File: config.mk
export PLATFORM = sky130hd
export DESIGN_NAME = multicycle_adder
export DESIGN_NICKNAME = d
export VERILOG_FILES = /design/src/rtl/multicycle_adder_pkg.sv /design/src/rtl/chunk_adder.sv /design/src/rtl/multicycle_adder.sv
export SDC_FILE = /design/constraint.sdc
export NUM_CORES = 1
export LEC_CHECK = 0
export CORE_MARGIN = 2
export CORE_UTILIZATION = 45
export DETAILED_ROUTE_END_ITERATION = 7
export HOLD_SLACK_MARGIN = 0.15
export PLACE_DENSITY = 0.75
export SETUP_SLACK_MARGIN = 0.5
export SLEW_MARGIN = 20
export SYNTH_ARGS = -nofsm -noshare
export SYNTH_HDL_FRONTEND = slang
export SYNTH_HIERARCHICAL = 1
export SYNTH_SLANG_ARGS = --single-unit
File: constraint.sdc
create_clock -name clk -period 2.7 [get_ports clk]
set_input_delay 0.405 -clock clk [delete_from_list [all_inputs] [get_ports clk]]
set_output_delay 0.405 -clock clk [all_outputs]
set_load 0.02 [all_outputs]
File: src/rtl/multicycle_adder_pkg.sv
// Shared types for the multicycle adder: controller states and operation mode.
package multicycle_adder_pkg;

  typedef enum logic [1:0] {
    IDLE = 2'd0,
    BUSY = 2'd1,
    DONE = 2'd2
  } state_t;

  typedef enum logic {
    MODE_ADD = 1'b0,
    MODE_SUB = 1'b1
  } mode_t;

endpackage

File: src/rtl/chunk_adder.sv
// Combinational CHUNK-bit ripple adder slice; also exposes the carry into its MSB.
module chunk_adder #(
  parameter int unsigned CHUNK = 2
) (
  input  logic [CHUNK-1:0] a,
  input  logic [CHUNK-1:0] b,
  input  logic             cin,
  output logic [CHUNK-1:0] sum,
  output logic             cout,
  output logic             c_msb
);

  logic [CHUNK:0] carry;

  always_comb begin
    carry    = '0;
    sum      = '0;
    carry[0] = cin;
    for (int unsigned i = 0; i < CHUNK; i++) begin
      sum[i]     = a[i] ^ b[i] ^ carry[i];
      carry[i+1] = (a[i] & b[i]) | (carry[i] & (a[i] ^ b[i]));
    end
    cout  = carry[CHUNK];
    c_msb = carry[CHUNK-1];
  end

endmodule

File: src/rtl/multicycle_adder.sv
// Add/subtract unit processing CHUNK bits per clock with valid/ready handshakes
// on both operand and result sides.
module multicycle_adder
  import multicycle_adder_pkg::*;
#(
  parameter int unsigned WIDTH = 8,
  parameter int unsigned CHUNK = 2
) (
  input  logic             clk,
  input  logic             reset,
  input  logic             in_valid,
  output logic             in_ready,
  input  logic [WIDTH-1:0] a,
  input  logic [WIDTH-1:0] b,
  input  logic             cin,
  input  logic             sub,
  output logic             out_valid,
  input  logic             out_ready,
  output logic [WIDTH-1:0] sum,
  output logic             cout,
  output logic             ovf
);

  if ((CHUNK < 1) || ((WIDTH % ((CHUNK < 1) ? 1 : CHUNK)) != 0)) begin : g_param_check
    $error("multicycle_adder: CHUNK must be >= 1 and divide WIDTH");
  end

  localparam int unsigned N     = (CHUNK < 1) ? 1 : WIDTH / CHUNK;
  localparam int unsigned IDX_W = (N > 1) ? $clog2(N) : 1;

  state_t             state_q, state_d;
  logic [WIDTH-1:0]   a_q, b_q, sum_q;
  logic               carry_q, cout_q, ovf_q;
  logic [IDX_W-1:0]   idx_q;
  logic               accept, step, last;
  mode_t              mode;
  logic [CHUNK-1:0]   a_c, b_c, s_c;
  logic               c_out, c_msb;

  assign mode = sub ? MODE_SUB : MODE_ADD;
  assign last = (idx_q == IDX_W'(N - 1));
  assign a_c  = a_q[int'(idx_q)*CHUNK +: CHUNK];
  assign b_c  = b_q[int'(idx_q)*CHUNK +: CHUNK];

  chunk_adder #(.CHUNK(CHUNK)) u_chunk (
    .a     (a_c),
    .b     (b_c),
    .cin   (carry_q),
    .sum   (s_c),
    .cout  (c_out),
    .c_msb (c_msb)
  );

  always_ff @(posedge clk) begin
    if (reset) state_q <= IDLE;
    else       state_q <= state_d;
  end

  always_comb begin
    state_d   = state_q;
    in_ready  = 1'b0;
    out_valid = 1'b0;
    accept    = 1'b0;
    step      = 1'b0;
    case (state_q)
      IDLE: begin
        in_ready = 1'b1;
        if (in_valid) begin
          accept  = 1'b1;
          state_d = BUSY;
        end
      end
      BUSY: begin
        step = 1'b1;
        if (last) state_d = DONE;
      end
      DONE: begin
        out_valid = 1'b1;
        if (out_ready) state_d = IDLE;
      end
      default: state_d = IDLE;
    endcase
  end

  // Subtraction is a + ~b + ~cin, so cout reads as "no borrow".
  always_ff @(posedge clk) begin
    if (reset) begin
      a_q     <= '0;
      b_q     <= '0;
      sum_q   <= '0;
      carry_q <= 1'b0;
      cout_q  <= 1'b0;
      ovf_q   <= 1'b0;
      idx_q   <= '0;
    end else if (accept) begin
      a_q     <= a;
      b_q     <= (mode == MODE_SUB) ? ~b : b;
      carry_q <= (mode == MODE_SUB) ? ~cin : cin;
      idx_q   <= '0;
    end else if (step) begin
      sum_q[int'(idx_q)*CHUNK +: CHUNK] <= s_c;
      carry_q <= c_out;
      if (last) begin
        idx_q  <= '0;
        cout_q <= c_out;
        ovf_q  <= c_msb ^ c_out;
      end else begin
        idx_q  <= idx_q + IDX_W'(1);
      end
    end
  end

  assign sum  = sum_q;
  assign cout = cout_q;
  assign ovf  = ovf_q;

endmodule

==> reports/summary.txt <==
CP Capture Type - flip-flop
num ports - 34
first-pass GRT wire length - 5260 µm
CTS buffer count - 5
CP Class - reg -> reg
DR iter-0 viols - 38
Worst-Skew Late Latency - 0.33 ns
synthesized net count - 189
hpwl dp - 2330 µm
Final Max Slew Viols - 0
max_cap viols - 0
number of synthesized register bits - 31
vias in the first global route - 1262
Slew @ Worst Pin - 0.568 ns
dpl ws - 0.0870 ns
crit start category - flip-flop
DIE WIDTH - 63.2 µm
Reg2Reg Setup Slack - 0.13 ns
CORE AREA - 0.00336 mm²
final hold viol count - 0
Register Area - 627 µm²
input/output buffers - 33
setup TNS - 0 ns
Via density - 5.13
Slew HR - 61.6%
Rows - 21
CTS sink cnt - 31
remaining global-route overflow - 0
async set-reset flop share out of synthesis - 0%
Max Clock Freq - 0.389 GHz
GPL Wtd Cong - 0.870
final instance area - 0.00201 mm²
Cell variety after synth - 39
Worst EP arrival - 2.83 ns
EDFF count, synth - 0
Syn Inst Count - 159
Final #Nets - 226
die area - 0.00400 mm²
mapped cell area - 0.00158 mm²
Starting Density - 46.9%
Avg WL per Cell - 12.2 µm
post-route clock skew - 0.00659 ns
main flop type after synthesis - dfxtp_1
R2R depth - 6
ANT cells - 0
drt pass-1 iters - 4
# fillers - 329
most common cell after layout, fill and taps aside - clkdlybuf4s50_1
crit path capture - sum[1]
fin worst setup slack - 0.129 ns
CTS tree - built
Hold Path Class - reg -> reg
most frequent cells in the layout - 33 x clkdlybuf4s50_1, 28 x dfxtp_1, 21 x nand2_1
pin count of the biggest net entering global routing - 27
H-tree depth - 2
placed inst area - 0.00192 mm²
Reg-to-Reg Start - idx_q[0]
Period minus WS final - 2.57 ns
non-filler instance count after layout - 243
r2r endpoint - sum[1]
CTS Buffer Depth - 2
hold slack - 0.459 ns
ratio of cells with drive above 1 in the final layout - 16.8%
Max VDD drop - 243 µV
clock-pin slew on the worst setup and hold paths - 0.09 ns
pwr/cell area - 475 mW/mm²
Area growth syn-to-layout - 27.3%
status - finished clean
RSZ-0062 raised after global routing - true
LEAKAGE - 0.000739 µW
Post-DRT Antenna Nets - 0
GRT Resource Usage Total - 16.6%
Avg Synthesized Cell Area - 9.92 µm²
Root Driver - clkbuf_4
sequential-to-total area share from yosys stat - 39.3%
Critical Path Source - idx_q[0]
worst-path fanout max - 4
Final Cycle Share - 95.2%
final WL - 2950 µm
Req. time, crit path - 2.96 ns
initial antenna violation count - 0
area of the multi-input gates - 868 µm²
synth warn - 6
DRC - 0
DR vias - 1247
DIE HEIGHT - 63.2 µm
placed insts - 231
Final setup viols - 0
[where the power goes]
group / internal, µW / total [µW] / switching (µW)
Sequential: 481 / 499 / 18.1
Clock: 100 / 256 / 156
Combinational: 108 / 198 / 89.3
[cells in the mapped netlist, types with 2 or more instances]
cell       n  share of area, %
fa_1       2               2.5
nand3b_1   4               1.9
nor3_1     3              0.95
a32o_1     2               1.3
a21oi_1   15               4.8
inv_1      3              0.71
buf_2      3              0.95
a211oi_1   7               3.3
o21ai_0    3              0.95
xor2_1     2               1.1
mux2i_1    2               1.3
dfxtp_1   31                39
ha_1       6               4.8
xnor2_1    8               4.4
mux4_2     4               5.7
nand3_1    2              0.63
nor2_1    11               2.6
nand2_1   21               5.0
buf_6      5               3.6
nand2b_1   4               1.6
buf_1      2              0.48
a211oi_2   2               1.6
[cells by family after synthesis]
kind of cell	after synthesis	share of synthesized area [%]
buffers and inverters	14	5.95
adders and majority gates	8	7.30
xor gates and xnor gates	10	5.55
AOI/OAI and AO/OA	32	13.6
DFF	31	39.3
muxes	6	6.98
and+or+nand+nor	58	21.3
[metal layers]
| metal | vias up | wire, µm | track usage (%) |
|---|---|---|---|
| li1 | 628 | - | - |
| met1 | 578 | 1240 | 18.0 |
| met2 | 35 | 1530 | 29.1 |
| met3 | 6 | 139 | 5.36 |
| met4 | 0 | 47 | 7.61 |
| met5 | - | 0 | 0 |
[sequential cells by signal, summed over array words and instances (netlist names)]
register,count
cout,1
state_q,2
ovf,1
idx_q,2
sum,8
carry_q,1
a_q,8
b_q,8
[worst min path at each step]
stage / from / to / slack [ns] / cells after the start
final: sum[1] / sum[1] / 0.46 / 2
after floorplan: a_q[4] / a_q[4] / 0.43 / 2
after global placement: a_q[4] / a_q[4] / 0.45 / 2
after CTS: sum[1] / sum[1] / 0.46 / 2
after detailed placement: sum[1] / sum[1] / 0.45 / 2
after global routing: a_q[7] / a_q[7] / 0.49 / 2
[critical path, cell delays in order, from the launching register on]
cell and delay, ns:
dfxtp_4 0.38, mux4_2 0.52, fa_2 0.39, fa_1 0.52, nand2b_1 0.08, or4_1 0.47, a21oi_1 0.15
[cell type report]
class / count / area share [%]
Clock buffer: 6 / 2.06
Clock inverter: 2 / 0.623
Inverter: 3 / 0.561
Multi-Input combinational cell: 114 / 43.2
Sequential cell: 31 / 31.2
Tap cell: 46 / 2.87
Timing Repair Buffer: 41 / 19.4
[repair_timing]
action / 4_1_cts / 5_1_grt
resized for setup: 2 / 2
setup endpoints to repair: 6 / 7
pin swaps: 1 / 1
hold buffers: 0 / 0
buffers inserted: 2 / 2
[stage by stage]
stage / utilization [%] / power, µW
3_5_place_dp: 57.0 / 695
2_1_floorplan: - / 635
6_report: 59.7 / 953
3_3_place_gp: 57.0 / 688
4_1_cts: 59.2 / 953
5_1_grt: 59.7 / 1010
(Power assumes the default switching activity.)
